## config.mk

```make
export PLATFORM = sky130hd
export DESIGN_NAME = rob_retire
export DESIGN_NICKNAME = d
export VERILOG_FILES = /design/src/rtl/rob_retire_pkg.sv /design/src/rtl/rob_retire_select.sv /design/src/rtl/rob_retire.sv
export SDC_FILE = /design/constraint.sdc
export NUM_CORES = 1
export LEC_CHECK = 0
export CORE_AREA = 4 4 189 191
export DETAILED_ROUTE_END_ITERATION = 8
export DIE_AREA = 0 0 193 195
export PLACE_DENSITY = 0.49
export SETUP_SLACK_MARGIN = 0.05
export SYNTH_ARGS = -nofsm -noshare
export SYNTH_HDL_FRONTEND = slang
export SYNTH_HIERARCHICAL = 1
export SYNTH_SLANG_ARGS = --single-unit
```

## constraint.sdc

```tcl
create_clock -name clock -period 5.6 [get_ports clock]
set_input_delay 1.12 -clock clock [delete_from_list [all_inputs] [get_ports clock]]
set_output_delay 1.12 -clock clock [all_outputs]
set_load 0.01 [all_outputs]
```

## src/rtl/rob_retire_pkg.sv

```systemverilog
// Shared types for the in-order commit stage: ROB entry layout, retire FSM
// states and the classification of the ROB head slot.
package rob_retire_pkg;

   typedef struct packed {
      logic [31:0] result_lo;
      logic [4:0]  dest_reg;
      logic        dest_reg_valid;
      logic        is_store;
      logic [31:0] mem_addr;
      logic [31:0] store_data;
      logic        exc;
      logic [31:0] pc;
   } rob_entry_t;

   typedef enum logic [1:0] {RUN, ST_WAIT, FLUSH} retire_state_t;

   typedef enum logic [1:0] {SLOT_NONE, SLOT_ORD, SLOT_STORE, SLOT_EXC} slot_class_t;

   // r0 is hardwired, so an entry only writes back when it names a real register.
   function automatic logic writes_reg(input rob_entry_t e);
      return e.dest_reg_valid && (e.dest_reg != 5'd0);
   endfunction

endpackage

```

## src/rtl/rob_retire_select.sv

```systemverilog
// Combinational scan of the ROB head window: finds the longest prefix of
// completed ordinary entries and classifies the oldest slot.
module rob_retire_select
   import rob_retire_pkg::*;
#(
   parameter int EXT_COUNT = 2,
   parameter int DEPTHLOG2 = 4,
   parameter int NW        = $clog2(EXT_COUNT + 1)
) (
   input  rob_entry_t [EXT_COUNT-1:0] slot_data,
   input  logic [EXT_COUNT-1:0]       slot_valid,
   input  logic [DEPTHLOG2:0]         used_count,
   output logic [EXT_COUNT-1:0]       selected,
   output logic [NW-1:0]              n,
   output slot_class_t                slot0_class
);

   localparam logic [NW-1:0] ONE = 1;

   logic [EXT_COUNT-1:0] eligible;
   logic [EXT_COUNT-1:0] ordinary;
   logic                 open;

   generate
      for (genvar gi = 0; gi < EXT_COUNT; gi++) begin : g_slot
         assign eligible[gi] = slot_valid[gi] && ((DEPTHLOG2+1)'(gi) < used_count);
         assign ordinary[gi] = eligible[gi] && !slot_data[gi].is_store && !slot_data[gi].exc;
      end
   endgenerate

   // The first non-ordinary slot closes the prefix; nothing younger may pass it.
   always_comb begin
      selected = '0;
      n        = '0;
      open     = 1'b1;
      for (int i = 0; i < EXT_COUNT; i++) begin
         if (open && ordinary[i]) begin
            selected[i] = 1'b1;
            n           = n + ONE;
         end else begin
            open = 1'b0;
         end
      end
   end

   always_comb begin
      slot0_class = SLOT_NONE;
      if (eligible[0]) begin
         if (slot_data[0].exc)
            slot0_class = SLOT_EXC;
         else if (slot_data[0].is_store)
            slot0_class = SLOT_STORE;
         else
            slot0_class = SLOT_ORD;
      end
   end

endmodule

```

## src/rtl/rob_retire.sv

```systemverilog
// In-order commit stage: retires the head prefix of the ROB, writes the
// register file, issues committed stores and raises flushes on exceptions.
module rob_retire
   import rob_retire_pkg::*;
#(
   parameter int EXT_COUNT    = 2,
   parameter int DEPTH        = 16,
   parameter int DEPTHLOG2    = $clog2(DEPTH),
   parameter int EXTCOUNTLOG2 = $clog2(EXT_COUNT)
) (
   input  logic                          clock,
   input  logic                          reset_n,
   input  rob_entry_t [EXT_COUNT-1:0]    slot_data,
   input  logic [EXT_COUNT-1:0]          slot_valid,
   input  logic [DEPTHLOG2:0]            used_count,
   output logic                          consume,
   output logic [EXTCOUNTLOG2-1:0]       consume_count,
   output logic [EXT_COUNT-1:0]          rf_we,
   output logic [EXT_COUNT-1:0][4:0]     rf_waddr,
   output logic [EXT_COUNT-1:0][31:0]    rf_wdata,
   output logic                          st_req,
   output logic [31:0]                   st_addr,
   output logic [31:0]                   st_data,
   input  logic                          st_ack,
   output logic                          flush,
   output logic [31:0]                   flush_pc,
   output logic [31:0]                   retired_count
);

   localparam int NW = $clog2(EXT_COUNT + 1);
   localparam logic [NW-1:0] ONE = 1;

   retire_state_t state_reg, state_next;
   logic          st_req_reg, st_req_next;
   logic [31:0]   st_addr_reg, st_addr_next;
   logic [31:0]   st_data_reg, st_data_next;
   logic          flush_reg, flush_next;
   logic [31:0]   flush_pc_reg, flush_pc_next;
   logic [31:0]   retired_reg, retired_next;

   logic [EXT_COUNT-1:0] selected;
   logic [EXT_COUNT-1:0] we_cand;
   logic [EXT_COUNT-1:0] we_final;
   logic [EXT_COUNT-1:0] we_raw;
   logic [NW-1:0]        sel_n;
   logic [NW-1:0]        retire_n;
   logic                 consume_raw;
   slot_class_t          slot0_class;
   logic                 unused_slot_bits;

   rob_retire_select #(
      .EXT_COUNT (EXT_COUNT),
      .DEPTHLOG2 (DEPTHLOG2),
      .NW        (NW)
   ) u_select (
      .slot_data   (slot_data),
      .slot_valid  (slot_valid),
      .used_count  (used_count),
      .selected    (selected),
      .n           (sel_n),
      .slot0_class (slot0_class)
   );

   generate
      for (genvar gi = 0; gi < EXT_COUNT; gi++) begin : g_rf
         assign we_cand[gi]  = selected[gi] && writes_reg(slot_data[gi]);
         assign rf_waddr[gi] = reset_n ? slot_data[gi].dest_reg  : 5'd0;
         assign rf_wdata[gi] = reset_n ? slot_data[gi].result_lo : 32'd0;
      end
   endgenerate

   // A younger write to the same register in this group masks the older one,
   // so the result never depends on register-file port priority.
   always_comb begin
      we_final = we_cand;
      for (int i = 0; i < EXT_COUNT; i++) begin
         for (int j = i + 1; j < EXT_COUNT; j++) begin
            if (we_cand[j] && (slot_data[j].dest_reg == slot_data[i].dest_reg))
               we_final[i] = 1'b0;
         end
      end
   end

   always_comb begin
      state_next    = state_reg;
      st_req_next   = st_req_reg;
      st_addr_next  = st_addr_reg;
      st_data_next  = st_data_reg;
      flush_next    = 1'b0;
      flush_pc_next = flush_pc_reg;
      consume_raw   = 1'b0;
      retire_n      = '0;
      we_raw        = '0;
      case (state_reg)
         RUN: begin
            case (slot0_class)
               SLOT_STORE: begin
                  st_req_next  = 1'b1;
                  st_addr_next = slot_data[0].mem_addr;
                  st_data_next = slot_data[0].store_data;
                  state_next   = ST_WAIT;
               end
               SLOT_EXC: begin
                  consume_raw   = 1'b1;
                  retire_n      = ONE;
                  flush_next    = 1'b1;
                  flush_pc_next = slot_data[0].pc;
                  state_next    = FLUSH;
               end
               default: begin
                  if (sel_n != '0) begin
                     consume_raw = 1'b1;
                     retire_n    = sel_n;
                     we_raw      = we_final;
                  end
               end
            endcase
         end
         ST_WAIT: begin
            if (st_ack && st_req_reg) begin
               consume_raw = 1'b1;
               retire_n    = ONE;
               st_req_next = 1'b0;
               state_next  = RUN;
            end
         end
         FLUSH:   state_next = RUN;
         default: state_next = RUN;
      endcase
      retired_next = retired_reg + 32'(retire_n);
   end

   always_ff @(posedge clock) begin
      if (!reset_n) begin
         state_reg    <= RUN;
         st_req_reg   <= 1'b0;
         st_addr_reg  <= 32'd0;
         st_data_reg  <= 32'd0;
         flush_reg    <= 1'b0;
         flush_pc_reg <= 32'd0;
         retired_reg  <= 32'd0;
      end else begin
         state_reg    <= state_next;
         st_req_reg   <= st_req_next;
         st_addr_reg  <= st_addr_next;
         st_data_reg  <= st_data_next;
         flush_reg    <= flush_next;
         flush_pc_reg <= flush_pc_next;
         retired_reg  <= retired_next;
      end
   end

   // Store/exception fields of younger slots are only acted on once they reach the head.
   always_comb begin
      unused_slot_bits = 1'b0;
      for (int i = 1; i < EXT_COUNT; i++)
         unused_slot_bits = unused_slot_bits ^ (^{slot_data[i].mem_addr, slot_data[i].store_data, slot_data[i].pc});
   end

   assign consume       = reset_n && consume_raw;
   assign consume_count = consume ? EXTCOUNTLOG2'(retire_n - ONE) : '0;
   assign rf_we         = reset_n ? we_raw : '0;
   assign st_req        = st_req_reg;
   assign st_addr       = st_addr_reg;
   assign st_data       = st_data_reg;
   assign flush         = flush_reg;
   assign flush_pc      = flush_pc_reg;
   assign retired_count = retired_reg;

endmodule

```

After elaboration in Yosys (flattened, before gate mapping)
Cells that the tools add are included.
Storage, ports and cells
  bits in registers: 132
  input port bits: 282
  logic and storage cells: 80
Cells by class
  multiplexer cells: 32
  reductions and logical operators: 29
  magnitude comparators: 2
  equality and inequality tests: 7
  add/sub/neg operators: 3
Operators by type and width (number)
  $mux 32: 2
  $add 32x2->32: 1
  $mux 2: 10
  $pmux 2 s2: 4
  $logic_and 1x1->1: 14
  $mux 1: 11
  $lt 1x5->1 const A: 2
  $mux 5: 2
  $reduce_bool 5->1: 2
  $reduce_and 2->1: 4
  $pmux 1 s2: 3
  $eq 5x5->1: 1
  $eq 2x2->1 const B: 2
  $logic_not 1->1: 4
  $reduce_bool 2->1: 2
  $ne 3x1->1 const B: 1
  $reduce_and 3->1: 1
  $add 1x1->2 const B: 1
  $eq 2x1->1 const B: 1
  $logic_not 2->1: 1
  $ne 2x1->1 const B: 1
  $ne 2x2->1 const B: 1
  $reduce_or 2->1: 1
  $sub 1x1->1 const B: 1

Logic depth before layout (Yosys ltp)
  word-level depth: 14
  gate-level depth with buffers: 15
  mapped depth without buffers: 13

Modules after synthesis
The synthesis kept the hierarchy.
Modules (own cells, without submodules)
  rob_retire: instances 1, cells an instance 718, area an instance 5565.3 um^2, seq. area each 2642.5 um^2
  rob_retire_select: instances 1, cells an instance 12, area an instance 83.8 um^2, seq. area each 0.0 um^2

Least setup slack after synthesis
No wires, ideal clock.
  path type: input -> register
  start point: input port used_count[2]
  end point: register retired_reg[26] (netlist: retired_count[26])
  required time: 5.465 ns
  cell stages on the path: 15
  slack: 1.043 ns
  setup time: 0.135 ns
  arrival: 4.422 ns
  path through: or4_4 o21ai_2 nor2_1 clkbuf_1 nor2b_1 a211oi_1 a211oi_1 ha_1 inv_1 fa_1 nand4b_1 or3_1 clkbuf_1 o311ai_0 o41ai_1
RTL lines
  start: declaration: line rob_retire.sv:15  | input logic [DEPTHLOG2:0] used_count,
  $lt 1x5->1 (*): line rob_retire_select.sv:26  | assign eligible[gi] = slot_valid[gi] && ((DEPTHLOG2+1)'(gi) < used_count);
  $logic_and 1x1->1 (*): line rob_retire_select.sv:26
  $mux 2 (*): line rob_retire_select.sv:48  | if (eligible[0]) begin
  named net slot0_class[1]: line rob_retire.sv:48  | slot_class_t slot0_class;
  $eq 2x2->1: line rob_retire.sv:96  | case (slot0_class)
  $pmux 2 s2 (*): line rob_retire.sv:96
  $pmux 2 s2 (*): line rob_retire.sv:94  | case (state_reg)
  $add 32x2->32 (*): line rob_retire.sv:130  | retired_next = retired_reg + 32'(retire_n);
  end signal: assignment: line rob_retire.sv:149  | retired_reg <= retired_next;
  end: declaration: line rob_retire.sv:39  | logic [31:0] retired_reg, retired_next;
The timed path passes the listed nets; every way through them passes the cells marked *.
A chain may end at the register's enable or synchronous reset.

Worst setup path in the final report
  start point: input port used_count[2]
  end point: output port rf_we[0]
RTL lines
  $lt 1x5->1 (*): line rob_retire_select.sv:26
  $logic_and 1x1->1 (*): line rob_retire_select.sv:26
  $mux 2 (*): line rob_retire_select.sv:48
  named net slot0_class[1]: line rob_retire.sv:48
  $eq 2x2->1: line rob_retire.sv:96
  $reduce_or 2->1 (no source line) (*)
  $mux 2 (*): line rob_retire.sv:96
  $mux 2 (*): line rob_retire.sv:94
  $mux 2 (*): line rob_retire.sv:162  | assign rf_we = reset_n ? we_raw : '0;
  end: declaration: line rob_retire.sv:18  | output logic [EXT_COUNT-1:0] rf_we,
Marked as above.

==> insert_results.sql <==
INSERT INTO impl_metrics (metric_group, metric, value, unit) VALUES
('outcome', 'run_status', 'completed', ''),
('timing', 'timing.final.hold_violations', '0', ''),
('synthesis', 'syn_area', '5650', 'um2'),
('setup_path', 'crit_start', 'used_count[2]', ''),
('setup_path', 'worst_r2r_startpoint', 'state_reg[0]', ''),
('timing', 'maxClockFrequency', '203', 'MHz'),
('clock_tree', 'worst_skew_pair.late_latency', '0.43', 'ns'),
('timing', 'transition_time_of_the_tightest_slew_check_pin', '0.794', 'ns'),
('timing', 'slew_viol_final', '0', ''),
('setup_path', 'start_kind', 'primary input', ''),
('layout', 'final_net_count', '1386', ''),
('setup_path', 'endpoint_kind', 'output port', ''),
('clock_tree', 'cts_resized', '0', ''),
('setup_path', 'r2r.worst_path.cells', '9', ''),
('setup_path', 'cp_slowest_cell', 'clkdlybuf4s50_1', ''),
('power', 'power.density', '246', 'nW/um2'),
('timing', 'clock_period_minus_worst_slack', '4.92', 'ns'),
('setup_path', 'timing.critical_path.required', '4.48', 'ns'),
('clock_tree', 'number_of_hold_repair_buffers_added_at_the_cts_stage', '0', ''),
('place', 'buffer_ports.inserted', '393', ''),
('setup_path', 'regToRegSetupSlack', '2.42', 'ns'),
('power', 'max-vdd-ir-drop', '184', 'uV'),
('drt', 'drt_first_pass_iters', '4', ''),
('layout', 'final_layout_size_suffix_gt1_frac', '0.0458', ''),
('clock_tree', 'setup_bufs_post_cts', '0', ''),
('die', 'fp.dieH', '195', 'um'),
('clock_tree', 'cts_buffer_depth', '2', ''),
('clock_tree', 'cts_root_buffer', 'clkbuf_16', ''),
('synthesis', 'syn_nets', '1015', ''),
('clock_tree', 'clk_pin_slew', '0.06', 'ns'),
('synthesis', 'synth_ff_type', 'dfxtp_1', ''),
('timing', 'rsz0062_at_grt', 'no', ''),
('place', 'dpl.hpwl', '19.0', 'mm'),
('timing', 'finalSetupTns', '0', 'ns'),
('synthesis', 'share_of_synthesized_registers_carrying_an_async_set_or_reset', '0', ''),
('synthesis', 'synth.yosys.warnings', '6', ''),
('synthesis', 'synth-edff-count', '0', ''),
('hold_path', 'hold_path.class', 'reg2reg', ''),
('grt', 'global_route_wire_length_before_repair', '37.1', 'mm'),
('drt', 'drc_errors', '0', ''),
('setup_path', 'regToRegEndpoint', 'retired_count[28]', ''),
('drt', 'routedWlPerCell', '16.0', 'um'),
('timing', 'timing.final.setup_violations', '0', ''),
('setup_path', 'worst-path-max-fanout', '9', ''),
('clock_tree', 'tritoncts', 'built', ''),
('drt', 'detail-route-antenna-nets', '0', ''),
('die', 'initial_utilization', '0.166', ''),
('drt', 'dr.first_iter.drc_count', '208', ''),
('grt', 'grt_usage', '0.127', ''),
('layout', 'final_common_cell', 'clkdlybuf4s50_1', ''),
('drt', 'drt-total-wl', '25.1', 'mm'),
('die', 'core_area', '34100', 'um2'),
('hold_path', 'hold_path_end', 'st_addr[31]', ''),
('die', 'core.rowCount', '68', ''),
('drt', 'route.vias.total', '6314', ''),
('die', 'ios', '490', ''),
('grt', 'grt_remaining_overflow', '0', ''),
('setup_path', 'critical_path_class', 'in2out', ''),
('grt', 'via_count_of_the_first_global_routing_pass', '6056', ''),
('synthesis', 'synth.ff_latch_count', '132', ''),
('die', 'die_w', '193', 'um'),
('setup_path', 'cp.arrival', '3.80', 'ns'),
('setup_path', 'cpPeakStageDelay', '0.64', 'ns'),
('power', 'static_leakage_power', '3.63', 'nW'),
('layout', 'areaGrowthSynthToFinish', '88.4', '%'),
('hold_path', 'holdPathStages', '2', ''),
('grt', 'grt_start_max_net_pins', '67', ''),
('clock_tree', 'cts_buffers', '17', ''),
('flow_run', 'cap_viol_max_count', '0', ''),
('die', 'floorplan.die_area', '37600', 'um2'),
('clock_tree', 'h-tree-depth', '4', '');
==> metal layers <==
| layer | routed length, um | share of wire | vias to the layer above | GRT usage |
|---|---|---|---|---|
| met4 | 386 | 0.015 | 4 | 0.0336 |
| met5 | 20 | 0.00080 | - | 0 |
| met1 | 11100 | 0.44 | 2886 | 0.166 |
| met3 | 2630 | 0.10 | 26 | 0.0549 |
| li1 | - | - | 3164 | - |
| met2 | 11000 | 0.44 | 234 | 0.193 |
==> area by class of cell <==
class                   instances  area (um2)
well taps                     455         569
fillers                      3644       23500
inverters                      11        43.8
clock buffers                  17         425
multi-input cells             536        2780
repair buffers                403        4000
flip-flops and latches        132        2640
diodes                          1        2.50
clock inverters                15         181
==> cells in the mapped netlist (all sizes together) (8+ instances only) <==
library cell	instances	area, um2
nand2	209	785
a21oi	112	561
o21ai	9	48.8
clkbuf	48	180
nand3	12	70.1
dfxtp	132	2640
nor2	21	78.8
xor2	9	78.8
and2	76	475
or3	8	50.1
or4	11	90.1
inv	11	41.3
==> stage by stage <==
step | worst slack [ns] | instance area (um2) | std cells | utilization | total power [mW]
floorplan | 1.04 | 5650 | 730 | - | 1.17
global placement | 0.327 | 10000 | 1537 | 0.294 | 1.48
detailed placement | 0.254 | 10000 | 1537 | 0.294 | 1.48
CTS | 0.643 | 10600 | 1569 | 0.312 | 2.68
global route | 0.399 | 10600 | 1570 | 0.312 | 2.74
finish | 0.685 | 10600 | 1570 | 0.312 | 2.62
==> worst max path at each step <==
stage / cells past startpoint / to / slack (ns)
final: 8 / rf_we[0] / 0.68
after global placement: 14 / retired_count[28] / 0.33
after CTS: 8 / rf_we[0] / 0.64
after detailed placement: 14 / retired_count[28] / 0.25
after global routing: 14 / retired_count[30] / 0.40
after floorplan: 15 / retired_count[26] / 1.04
==> worst max-delay path: cells and delay by family <==
kind	cells	cell delay [ns]
AOI/OAI and AO/OA	1	0.23
and+or+nand+nor	5	1.39
buffers and inverters	2	1.04
==> kinds of logic after synthesis <==
group           after synthesis  share of synthesized area
simple gates                376                      0.320
compound gates              139                      0.133
flops                       132                      0.468
buf+inv                      62                     0.0421
xor+xnor                     16                     0.0248
fa+ha+maj                     3                    0.00797
mux                           2                    0.00354
==> power breakdown <==
group / leakage, nW / switching, mW / internal [mW]
Clock: 0.294 / 0.462 / 0.703
Combinational: 2.27 / 0.190 / 0.267
Sequential: 1.07 / 0.0198 / 0.977
Total: 3.63 / 0.672 / 1.95
Note: power is estimated with default switching activity, not from simulation.
